===== src/rtl/alloc_seq_pkg.sv =====
// Shared definitions for the allocation-set word: field widths, packing offsets,
// controller state encoding and pack helpers used by the program store and alloc_seq.
package alloc_seq_pkg;

    localparam int unsigned VEC_ID_W       = 4;
    localparam int unsigned STAGE_W        = 3;
    localparam int unsigned DATA_ADDR_W    = 12;
    localparam int unsigned ALLOC_LEN_W    = 10;
    localparam int unsigned REGFILE_ADDR_W = 5;

    localparam int unsigned ALLOCSET_W = STAGE_W + VEC_ID_W + 2*REGFILE_ADDR_W
                                       + ALLOC_LEN_W + 2*DATA_ADDR_W;

    // Field LSB offsets, word packed MSB..LSB as
    // {stage, vec_id, rf_src, rf_dst, len, base_a, base_b}
    localparam int unsigned BASE_B_LSB = 0;
    localparam int unsigned BASE_A_LSB = BASE_B_LSB + DATA_ADDR_W;
    localparam int unsigned LEN_LSB    = BASE_A_LSB + DATA_ADDR_W;
    localparam int unsigned RF_DST_LSB = LEN_LSB + ALLOC_LEN_W;
    localparam int unsigned RF_SRC_LSB = RF_DST_LSB + REGFILE_ADDR_W;
    localparam int unsigned VEC_ID_LSB = RF_SRC_LSB + REGFILE_ADDR_W;
    localparam int unsigned STAGE_LSB  = VEC_ID_LSB + VEC_ID_W;

    typedef enum logic [1:0] {
        IDLE = 2'd0,
        RUN  = 2'd1,
        DONE = 2'd2
    } state_t;

    // All-zero alloc-set word, used to tie off unused store entries
    localparam logic [ALLOCSET_W-1:0] GND_BUS = '0;

    function automatic logic [ALLOCSET_W-1:0] pack_allocset(
        input logic [STAGE_W-1:0]        stage,
        input logic [VEC_ID_W-1:0]       vec_id,
        input logic [REGFILE_ADDR_W-1:0] rf_src,
        input logic [REGFILE_ADDR_W-1:0] rf_dst,
        input logic [ALLOC_LEN_W-1:0]    len,
        input logic [DATA_ADDR_W-1:0]    base_a,
        input logic [DATA_ADDR_W-1:0]    base_b
    );
        return {stage, vec_id, rf_src, rf_dst, len, base_a, base_b};
    endfunction

endpackage


===== src/rtl/alloc_seq_as_unpack.sv =====
// Combinational field extraction from a packed alloc-set word.
module as_unpack
    import alloc_seq_pkg::*;
(
    input  logic [ALLOCSET_W-1:0]     word,
    output logic [STAGE_W-1:0]        stage,
    output logic [VEC_ID_W-1:0]       vec_id,
    output logic [REGFILE_ADDR_W-1:0] rf_src,
    output logic [REGFILE_ADDR_W-1:0] rf_dst,
    output logic [ALLOC_LEN_W-1:0]    len,
    output logic [DATA_ADDR_W-1:0]    base_a,
    output logic [DATA_ADDR_W-1:0]    base_b
);

    // Slice each field out of the word at its package-defined offset
    always_comb begin
        stage  = word[STAGE_LSB  +: STAGE_W];
        vec_id = word[VEC_ID_LSB +: VEC_ID_W];
        rf_src = word[RF_SRC_LSB +: REGFILE_ADDR_W];
        rf_dst = word[RF_DST_LSB +: REGFILE_ADDR_W];
        len    = word[LEN_LSB    +: ALLOC_LEN_W];
        base_a = word[BASE_A_LSB +: DATA_ADDR_W];
        base_b = word[BASE_B_LSB +: DATA_ADDR_W];
    end

endmodule


===== src/rtl/alloc_seq.sv =====
// Allocation sequencer: latches one alloc-set word on start, streams len address
// beats to the MAC datapath over valid/ready, then pulses pc_inc.
// Optional build macro ALLOC_SEQ_STALL_CNT_EN adds a saturating 16-bit stall_cnt output.
module alloc_seq
    import alloc_seq_pkg::*;
(
    input  logic                      clk,
    input  logic                      rst,
    input  logic                      start,
    input  logic [ALLOCSET_W-1:0]     as_word,
    output logic                      busy,
    output logic                      beat_valid,
    input  logic                      beat_ready,
    output logic [DATA_ADDR_W-1:0]    addr_a,
    output logic [DATA_ADDR_W-1:0]    addr_b,
    output logic [REGFILE_ADDR_W-1:0] rf_src,
    output logic [REGFILE_ADDR_W-1:0] rf_dst,
    output logic [STAGE_W-1:0]        stage,
    output logic [VEC_ID_W-1:0]       vec_id,
    output logic                      beat_last,
    output logic                      pc_inc
`ifdef ALLOC_SEQ_STALL_CNT_EN
    ,
    output logic [15:0]               stall_cnt
`endif
);

    logic [STAGE_W-1:0]        f_stage;
    logic [VEC_ID_W-1:0]       f_vec_id;
    logic [REGFILE_ADDR_W-1:0] f_rf_src;
    logic [REGFILE_ADDR_W-1:0] f_rf_dst;
    logic [ALLOC_LEN_W-1:0]    f_len;
    logic [DATA_ADDR_W-1:0]    f_base_a;
    logic [DATA_ADDR_W-1:0]    f_base_b;

    state_t                    state;
    logic [ALLOC_LEN_W-1:0]    idx;
    logic [ALLOC_LEN_W-1:0]    idx_nxt;
    logic [ALLOC_LEN_W-1:0]    len_q;
    logic                      xfer;

    as_unpack u_unpack (
        .word   (as_word),
        .stage  (f_stage),
        .vec_id (f_vec_id),
        .rf_src (f_rf_src),
        .rf_dst (f_rf_dst),
        .len    (f_len),
        .base_a (f_base_a),
        .base_b (f_base_b)
    );

    // Transfer qualifier and next beat index
    always_comb begin
        xfer    = beat_valid && beat_ready;
        idx_nxt = idx + ALLOC_LEN_W'(1);
    end

    // Controller FSM with registered beat outputs.
    // Addresses advance by increment instead of base+idx, which is equivalent
    // mod 2^DATA_ADDR_W and avoids holding the bases.
    always_ff @(posedge clk or negedge rst) begin
        if (!rst) begin
            state      <= IDLE;
            idx        <= '0;
            len_q      <= '0;
            busy       <= 1'b0;
            beat_valid <= 1'b0;
            beat_last  <= 1'b0;
            pc_inc     <= 1'b0;
            addr_a     <= '0;
            addr_b     <= '0;
            rf_src     <= '0;
            rf_dst     <= '0;
            stage      <= '0;
            vec_id     <= '0;
        end else begin
            pc_inc <= 1'b0;
            case (state)
                IDLE: begin
                    if (start) begin
                        stage  <= f_stage;
                        vec_id <= f_vec_id;
                        rf_src <= f_rf_src;
                        rf_dst <= f_rf_dst;
                        addr_a <= f_base_a;
                        addr_b <= f_base_b;
                        len_q  <= f_len;
                        idx    <= '0;
                        busy   <= 1'b1;
                        if (f_len == '0) begin
                            state  <= DONE;
                            pc_inc <= 1'b1;
                        end else begin
                            state      <= RUN;
                            beat_valid <= 1'b1;
                            beat_last  <= (f_len == ALLOC_LEN_W'(1));
                        end
                    end
                end
                RUN: begin
                    if (xfer) begin
                        if (beat_last) begin
                            state      <= DONE;
                            beat_valid <= 1'b0;
                            beat_last  <= 1'b0;
                            pc_inc     <= 1'b1;
                        end else begin
                            idx       <= idx_nxt;
                            addr_a    <= addr_a + DATA_ADDR_W'(1);
                            addr_b    <= addr_b + DATA_ADDR_W'(1);
                            beat_last <= (idx_nxt == len_q - ALLOC_LEN_W'(1));
                        end
                    end
                end
                DONE: begin
                    state <= IDLE;
                    busy  <= 1'b0;
                end
                default: begin
                    state <= IDLE;
                end
            endcase
        end
    end

`ifdef ALLOC_SEQ_STALL_CNT_EN
    // Saturating count of stalled RUN cycles, cleared when a start is accepted
    always_ff @(posedge clk or negedge rst) begin
        if (!rst) begin
            stall_cnt <= '0;
        end else if (state == IDLE && start) begin
            stall_cnt <= '0;
        end else if (state == RUN && beat_valid && !beat_ready && stall_cnt != '1) begin
            stall_cnt <= stall_cnt + 16'd1;
        end
    end
`endif

endmodule


===== config.mk =====
export PLATFORM = sky130hd
export DESIGN_NAME = alloc_seq
export DESIGN_NICKNAME = d
export VERILOG_FILES = /design/src/rtl/alloc_seq_pkg.sv /design/src/rtl/alloc_seq_as_unpack.sv /design/src/rtl/alloc_seq.sv
export SDC_FILE = /design/constraint.sdc
export NUM_CORES = 1
export LEC_CHECK = 0
export ABC_AREA = 1
export CORE_MARGIN = 2
export CORE_UTILIZATION = 40
export CTS_BUF_LIST = sky130_fd_sc_hd__clkbuf_4 sky130_fd_sc_hd__clkbuf_8 sky130_fd_sc_hd__clkbuf_16
export CTS_CLUSTER_DIAMETER = 50
export DETAILED_ROUTE_END_ITERATION = 12
export PLACE_DENSITY = 0.66
export SLEW_MARGIN = 10
export SYNTH_ARGS = -nofsm -noshare
export SYNTH_HDL_FRONTEND = slang
export SYNTH_SLANG_ARGS = --single-unit

===== constraint.sdc =====
create_clock -name clk -period 2.3 [get_ports clk]
set_clock_uncertainty 0.1 [all_clocks]
set_input_delay 0.345 -clock clk [delete_from_list [all_inputs] [get_ports clk]]
set_output_delay 0.345 -clock clk [all_outputs]
set_load 0.005 [all_outputs]

* Word-level counts from Yosys, hierarchy flattened *
Cells that the tools add are included.

word-level totals
  register bits = 67
  bits in latches = 0
  memory bits (writable) = 0
  ROM bits = 0
  input bits = 55
  logic and storage cells = 71
  memories kept = 0

operators by class
  add/sub/neg operators = 4
  $mul = 0
  divide/modulo/power cells = 0
  $lt $le $gt $ge = 0
  equal/unequal tests = 9
  shift operators = 0
  multiplexer cells = 34
  bitwise operators = 0
  reduce and logical (&&, ||, !) cells = 11

operators by type and width
  cell                   number
  $mux 12                6
  $pmux 12 s2            2
  $mux 10                3
  $add 12x1->12 const B  2
  $pmux 10 s2            1
  $mux 1                 13
  $add 10x1->10 const B  1
  $eq 10x1->1 const B    1
  $eq 10x10->1           1
  $logic_not 10->1       1
  $ne 2x2->1 const B     5
  $sub 10x1->10 const B  1
  $mux 2                 4
  $pmux 1 s2             4
  $reduce_and 4->1       2
  $reduce_and 5->1       1
  $pmux 2 s2             1
  $reduce_and 2->1       2
  $reduce_bool 2->1      2
  $reduce_and 3->1       1
  $eq 2x1->1 const B     1
  $eq 2x2->1 const B     1
  $logic_not 2->1        1
  $logic_and 1x1->1      1

* Longest topological paths before layout *
Gate-level depths: netlist of run 1.

  word-level depth = 5
  depth in mapped cells = 12
  gate-level depth less buffers = 12

* By module *
Synthesis of run 1 repeated with hierarchy kept, for this count alone.

second synthesis, totals
  cell total of the unflattened synthesis = 531
  area, all modules = 4187.8 µm²

modules (own cells, without submodules)
  module     instances  cells an instance  area an instance (µm²)  sequential area each (µm²)
  alloc_seq  1          480                3804.9                  1676.6
  as_unpack  1          51                 382.9                   0.0

* Least setup slack after synthesis of run 1 *
Ideal clock, no wire load.

  path type = reg-to-reg
  from = reg len_q[0]
  to = reg beat_last
  library setup time = 77 ps
  data arrival time = 1528 ps
  data required time = 2123 ps
  path slack = 595 ps
  cell stages (with the launch flop) = 11
  period minus slack after synthesis = 1705 ps
  cell sequence = dfrtp_1 -> inv_1 -> ha_1 -> nand2_1 -> nor2_1 -> nand2_1 -> nand3_1 -> nand3_1 -> nor2_1 -> nand4_1 -> a21oi_1

on the way
  longest elaborated chain between the ends = 5

RTL lines
  what                      line              source
  start: declaration        alloc_seq.sv:39   logic [ALLOC_LEN_W-1:0] len_q;
  start signal: assignment  alloc_seq.sv:88   len_q <= f_len;
  $sub 10x1->10             alloc_seq.sv:112  beat_last <= (idx_nxt == len_q - ALLOC_LEN_W'(1));
  $eq 10x10->1              alloc_seq.sv:112
  $mux 1                    alloc_seq.sv:103  if (beat_last) begin
  $mux 1                    alloc_seq.sv:102  if (xfer) begin
  $pmux 1 s2                alloc_seq.sv:79   case (state)
  end signal: assignment    alloc_seq.sv:97   beat_last <= (f_len == ALLOC_LEN_W'(1));
  end signal: assignment    alloc_seq.sv:112
  end: declaration          alloc_seq.sv:20   output logic beat_last,

No other way between the ends. The select of a mux whose other input is x is not followed.
A chain may end at the register's enable or synchronous reset.

* Worst setup path in the final report of run 1 *
Ends and elaborated chain as after synthesis.

==> results of run 1 <==
[worst max path at each step]
stage	start	endpoint	slack, ps	depth (start not counted)
5_1_grt	len_q[0]$_DFFE_PN0P_	beat_last$_DFFE_PN0P_	120	10
2_1_floorplan	len_q[0]$_DFFE_PN0P_	beat_last$_DFFE_PN0P_	590	10
3_5_place_dp	beat_ready	addr_a[11]$_DFFE_PN0P_	280	9
3_3_place_gp	beat_ready	addr_a[9]$_DFFE_PN0P_	320	10
6_report	len_q[0]$_DFFE_PN0P_	beat_last$_DFFE_PN0P_	360	10
4_1_cts	len_q[0]$_DFFE_PN0P_	beat_last$_DFFE_PN0P_	350	10
[cell families after synthesis]
kind of cell | count (synthesis) | synth area share (%)
XOR/XNOR | 4 | 0.921
flip-flops | 67 | 44.1
multiplexers | 17 | 5.03
AND/OR/NAND/NOR | 239 | 26.4
adder cells (fa/ha/maj) | 4 | 1.32
buffers and inverters | 80 | 8.52
AO/OA/AOI/OAI | 92 | 13.8
[final cells by class]
class	instances	area [sq um]	area share, %
clock inverter	4	73.8	1.43
multi-input combinational	356	1800	34.8
timing repair buffer	108	1070	20.7
sequential	67	1680	32.4
clock buffer	11	151	2.93
inverter	63	239	4.62
tap	129	161	3.12
[flip-flops by register name, summed over array words and instances, names as in the netlist, 3 cells and up]
signal and flops:
stage 3, vec_id 4, rf_src 5, rf_dst 5, addr_a 12, addr_b 12
len_q 10, idx 10
[layout by cell type (no fill, tap or decap), types with 7 or more instances in the layout]
cell type / instances
buf_4: 7
dfrtp_1: 67
nand4_1: 12
o21ai_0: 29
clkbuf_8: 11
clkdlybuf4s50_1: 98
o21ai_1: 15
nand3_1: 34
nor2_1: 39
inv_1: 59
nand2_1: 142
mux2_2: 17
a21oi_1: 24
o22ai_1: 9
[per-stage QoR]
| stage | cells | worst slack [ps] | hold slack, ps |
|---|---|---|---|
| 2_1_floorplan | 503 | 595 | -50.6 |
| 3_3_place_gp | 722 | 318 | 232 |
| 3_5_place_dp | 722 | 282 | 228 |
| 4_1_cts | 738 | 353 | 390 |
| 5_1_grt | 738 | 119 | 426 |
| 6_report | 738 | 358 | 388 |
[layer usage]
metal	up-vias	track usage (%)
li1	1864	-
met4	0	6.03
met2	104	32.5
met1	1724	26.3
met3	8	5.24
met5	-	0
[worst max-delay path, cell delays in order, from the launching register on]
cell     delay, ps
dfrtp_1        400
inv_1          160
ha_1           230
nand2_1         90
nor2_1         230
nand2_1        120
nand3_1        100
nand3_1         70
nor2_1         100
nand4_1        100
a21oi_1        150
[timing repair]
action                                 in CTS  in global routing
endpoints found under the hold margin      19                  0
gates resized for setup                     0                  0
hold buffers                                1                  0
[power breakdown]
group | switching, mW | leakage, nW | total, mW | internal (mW)
Clock | 0.465 | 0.115 | 1.13 | 0.664
Sequential | 0 | 0.837 | 1.18 | 1.18
Combinational | 0.0425 | 1.53 | 0.128 | 0.0852
==> impl_summary.txt, run 1 <==
----------------------------------------------------
[Routing]
  Post-DR wirelength/cell ... 13.5 microns
  Remaining antenna violation count after routing ... 0
  Via count of the routed design ... 3700
  Drt initial violations ... 176
  Max layer used ... met4
  DR DRC count ... 0
  Met1 layer wirelength in the final routing ... 4550 microns
  Aggregate routed wire length ... 9950 microns
  Met2 layer wire length in the routed design ... 4700 microns
  Average vias per placed instance ... 5.01
  Detail Route met3 WL ... 599 microns
  Number of detailed-routing iterations run before antenna repair ... 5

[STA]
  Slew @ Worst Pin ... 476 ps
  Final period utilization ... 84.4%
  Final TNS setup ... 0 ps
  Minimum clock period ... 1940 ps
  Final Hold Viols ... 0
  Final Setup Violations ... 0
  RSZ-0062 raised after global routing ... no
  Fin. max-slew vios ... 0
  Relative slew slack ... 68.3%
  Achievable frequency ... 515 MHz

[Clock network]
  Number of buffers added for setup after CTS ... 0
  Root Driver ... clkbuf_8
  Clock Path Buffers ... 2
  CTS buffer count ... 9
  Number of H-tree branching levels ... 3
  Sink count of the clock tree ... 67
  Clk slew on worst S/H paths ... 70 ps
  CTS tree ... done
  Clk_lat worst skew ... 350 ps

[Global route]
  Leftover overflow at the end of global routing ... 0
  Via count of the first global-routing pass ... 3590
  Largest net degree at the start of global routing ... 49
  Overall global routing resource usage ... 20.0%
  Antenna violations before repair ... 0
  Wire length of the first global-routing pass ... 16300 microns

[Die]
  Placement Rows ... 35
  Core outline area ... 9240 sq um
  Initial Utilization ... 41.2%
  IO Pins ... 100
  Die W ... 102 microns
  Die Footprint ... 10300 sq um
  Die Ht ... 102 microns

[Synthesis]
  Most instantiated cells after synthesis ... nand2_1 (142), dfrtp_1 (67), inv_1 (59)
  Share of flip-flops with an asynchronous set or reset after synthesis ... 100%
  Most used flip-flop cell after synthesis ... dfrtp_1
  Yosys reg bits ... 67
  Share of the yosys chip area belonging to registers ... 44.1%
  Total of warnings raised by yosys ... 0
  Most area-consuming cells after synthesis ... dfrtp_1 (44%), nand2_1 (14%), inv_1 (5.8%)
  Synth cell types ... 36
  Number of cells produced by synthesis ... 503
  Leading area contributor after synthesis ... dfrtp_1
  Most frequently used cell type in the post-synthesis netlist ... nand2_1
  Average footprint of a synthesized cell ... 7.56 sq um
  Post-Syn Nets ... 562
  Fraction of synthesized cell area taken by the top area cell type ... 44.1%
  Number of flops mapped to enable cells by yosys ... 0
  Total standard cell area after synthesis ... 3800 sq um

[Critical path]
  Setup slack, reg-to-reg ... 360 ps
  End of the worst register-to-register path ... beat_last$_DFFE_PN0P_
  Arrival time of data at the critical path endpoint ... 2110 ps
  CP startpoint kind ... register
  FF-to-FF Start ... len_q[0]$_DFFE_PN0P_
  CP Data Required Time ... 2470 ps
  Largest driver fanout on the critical path ... 6
  Category of the critical setup timing path ... register to register
  Worst Reg2Reg Path Length in Cells ... 10
  Sort of element at the end of the critical path ... register

[Placement]
  Number of buffers added on ports ... 99
  Post-Place Cell Area ... 4940 sq um
  Total half-perimeter wirelength after legalization and detailed placement ... 7270 microns
  Weighted congestion at the end of routability-driven global placement ... 0.816

[Pwr]
  Total design power ... 2.43 mW
  Leakage dissipation ... 2.48 nW
  Max VDD drop ... 0.299 mV
  Total power density per cell area ... 470 nW/um^2

[Finish]
  Final design utilization ... 56.0%
  Final std cell area, no fill ... 5170 sq um
  Layout cell share with drive strength beyond 1 ... 8.54%
  Number of nets in the finished design ... 664
  Number of inserted diodes ... 0
  Fillcell total ... 882
  Area delta synth->final ... 36.0%

[Worst hold path]
  Hold WC Path Type ... primary input to asynchronous set/reset pin

[Run status]
  Result of the run ... finished clean

[Run]
  Max cap viols ... 0

----------------------------------------------------
Power figures use the tool's default switching activity.
==> run 2, diff against run 1 <==
PLACE_DENSITY = 0.68   (was 0.66)
clock period = 1.75 ns   (was 2.3 ns; I/O delays follow)
==> run 2 against run 1 <==
Combinational power grew 32%. Sequential share of layout area shrank 2.2 points. Total power grew 24%. Count of clock-buffer cells in the layout is the same. Sequential power grew 31%. Critical path type unchanged. Critical endpoint is now addr_b[10]$_DFFE_PN0P_. Largest cell class unchanged. Largest power group unchanged. Highest routed layer unchanged.
==> impl_summary.txt, run 2 (synthesized netlist as in run 1, its figures left out) <==
----------------------------------------------------
[Routing]
  DR DRC count ... 0 (unchanged)
  Met2 layer wire length in the routed design ... 4890 microns (+4.0%)
  Average vias per placed instance ... 4.99 (-0.42%)
  Met1 layer wirelength in the final routing ... 4510 microns (-0.88%)
  Number of detailed-routing iterations run before antenna repair ... 4 (-1)
  Via count of the routed design ... 3864 (+4.4%)
  Remaining antenna violation count after routing ... 0 (unchanged)
  Detail Route met3 WL ... 584 microns (-2.5%)
  Post-DR wirelength/cell ... 13.1 microns (-2.8%)
  Drt initial violations ... 207 (+18%)
  Aggregate routed wire length ... 10100 microns (+1.9%)
  Max layer used ... met4

[Critical path]
  Bufs and invs on worst path ... 0 (-1)
  Largest driver fanout on the critical path ... 2 (-4)
  CP startpoint kind ... register
  CP max stage delay ... 380 ps (-20 ps)
  CP Data Required Time ... 1880 ps (-590 ps)
  Cell Chain, Critical Path ... ha_2, nand2_2, nor2_4, nand3_2, nor2_2, nand2_1, nor2_2, xnor2_1, nand2_1, nand3_1, nand2_1
  Sort of element at the end of the critical path ... register
  Top cell by count, worst path ... nand2_1
  Arrival time of data at the critical path endpoint ... 1860 ps (-250 ps)
  Slowest-stage cell, CP ... dfrtp_1
  Gate family responsible for the most delay along the worst path ... simple AND/OR/NAND/NOR gates
  Category of the critical setup timing path ... register to register

[STA]
  Final period utilization ... 98.7% (+14 points)
  Slew @ Worst Pin ... 379 ps (-96.1 ps)
  Fin. max-slew vios ... 0 (unchanged)
  Relative slew slack ... 74.6% (+6.3 points)
  Final Hold Viols ... 0 (unchanged)
  Minimum clock period ... 1730 ps (-214 ps)
  RSZ-0062 raised after global routing ... yes
  Worst hold margin ... 388 ps (-0.347 ps)
  Achievable frequency ... 579 MHz (+12%)
  Final TNS setup ... 0 ps (unchanged)
  Final Setup Violations ... 0 (unchanged)

[Pwr]
  Total design power ... 3.01 mW (+24%)
  Leakage dissipation ... 2.66 nW (+7.3%)
  Total power density per cell area ... 541 nW/um^2 (+15%)
  Max VDD drop ... 0.357 mV (+19%)

[Finish]
  Number of nets in the finished design ... 699 (+5.3%)
  Largest registers ... addr_a (12), addr_b (12)
  Leading cell types in the layout, fill and taps excluded ... nand2_1 (134), clkdlybuf4s50_1 (98), dfrtp_1 (64)
  Commonest non-fill, non-tap cell in the layout ... nand2_1
  Area delta synth->final ... 46.3%
  Number of inserted diodes ... 0 (unchanged)
  Layout cell share with drive strength beyond 1 ... 18.6% (+10 points)
  Non-filler instance count after layout ... 774 (+4.9%)

[Global route]
  Via count of the first global-routing pass ... 3732 (+4.0%)
  Leftover overflow at the end of global routing ... 0 (unchanged)
  Largest net degree at the start of global routing ... 68 (+39%)
  Overall global routing resource usage ... 20.2% (+0.21 points)
  Wire length of the first global-routing pass ... 16800 microns (+3.0%)
  Antenna violations before repair ... 0 (unchanged)

[Die]
  Die Footprint ... 10300 sq um (unchanged)
  IO Pins ... 100 (unchanged)
  Core outline area ... 9240 sq um (unchanged)
  Placement Rows ... 35 (unchanged)
  Die Ht ... 102 microns (unchanged)
  Die W ... 102 microns (unchanged)
  Initial Utilization ... 41.2% (unchanged)

[Placement]
  Weighted congestion at the end of routability-driven global placement ... 0.869 (+6.4%)
  Number of buffers added on ports ... 99 (unchanged)
  Placed cell count ... 747 (+3.5%)
  Total half-perimeter wirelength after legalization and detailed placement ... 7190 microns (-1.0%)

[Clock network]
  Number of H-tree branching levels ... 3 (unchanged)
  Root Driver ... clkbuf_8
  Clk_lat worst skew ... 340 ps (about the same)
  CTS buffer count ... 9 (unchanged)
  Clock Path Buffers ... 2 (unchanged)
  CTS tree ... done
  Clk slew on worst S/H paths ... 70 ps (about the same)
  Sink count of the clock tree ... 67 (unchanged)

[Run status]
  Result of the run ... finished clean

[Worst hold path]
  Hold WC Path Type ... primary input to asynchronous set/reset pin

[Run]
  Max cap viols ... 0 (unchanged)

----------------------------------------------------
-- run 2: changes by cell type in the layout (fill, tap and decap cells not counted), moves of 4 or more --
cell,change
buf_4,+28
nor2_1,-9
nand2_1,-8
nand2_2,+7
buf_6,+5
nor2_4,+5
ha_1,-4
nor2_2,+4
o21ai_0,-4
-- run 2: layout make-up --
class                      instances  area (sq um)
clock buffer                      11           139
sequential                        67          1680
multi-input combinational        356          1920
clock inverter                     5          53.8
fill                             843          3680
timing repair buffer             143          1370
tap                              129           161
inverter                          63           239
-- run 2: worst paths after layout --
kind | from | to | slack, ps | depth (start not counted)
min in group clk | as_word[29] | len_q[5]$_DFFE_PN0P_ | 400 | 3
max in group asynchronous | rst | addr_b[4]$_DFFE_PN0P_ | 850 | 3
worst max register to register | addr_b[1]$_DFFE_PN0P_ | addr_b[10]$_DFFE_PN0P_ | 20 | 11
worst min-delay path | rst | rf_src[2]$_DFFE_PN0P_ | 390 | 3
worst max-delay path | addr_b[1]$_DFFE_PN0P_ | addr_b[10]$_DFFE_PN0P_ | 20 | 11
worst min register to register | vec_id[1]$_DFFE_PN0P_ | vec_id[1]$_DFFE_PN0P_ | 410 | 1
-- run 2: per-stage QoR --
step / instance area [sq um] / setup WS (ps) / utilization, %
4_1_cts: 5380 / 0.891 / 58.3
3_5_place_dp: 5140 / -32.7 / 55.6
6_report: 5560 / 21.9 / 60.2
5_1_grt: 5560 / -141 / 60.2
2_1_floorplan: 3800 / 44.6 / -
3_3_place_gp: 5140 / -2.08 / 55.6
-- run 2: worst reg2reg max path, stage by stage, from the launching register on --
cell and delay (ps):
dfrtp_1 380, ha_2 200, nand2_2 80, nor2_4 110, nand3_2 100, nor2_2 150, nand2_1 90, nor2_2 110
xnor2_1 120, nand2_1 60, nand3_1 80, nand2_1 50
-- run 2: what timing repair did --
item | CTS | global route
buffers inserted | 1 | 9
gates resized for setup | 13 | 37
cloned | 0 | 0
hold buffers | 1 | 0
pin swaps | 3 | 11
setup endpoints to repair | 2 | 23
endpoints found under the hold margin | 67 | 0
-- run 2: layer usage --
layer | GRT usage (%) | up-vias
met3 | 4.62 | 14
met5 | 0 | -
met2 | 33.4 | 116
li1 | - | 1929
met4 | 7.38 | 0
met1 | 26.0 | 1805
-- run 2: power by group --
group / switching, mW / leakage, nW / internal [mW] / total [mW]
Sequential: 0 / 0.835 / 1.55 / 1.55
Combinational: 0.0567 / 1.72 / 0.112 / 0.169
Clock: 0.605 / 0.104 / 0.686 / 1.29
==> run 3, diff against run 2 <==
ABC_CLOCK_PERIOD_IN_PS = 1750   (was unset)
==> results of run 3 <==
The final DEF is identical to that of run 2; final timing and power are the same.
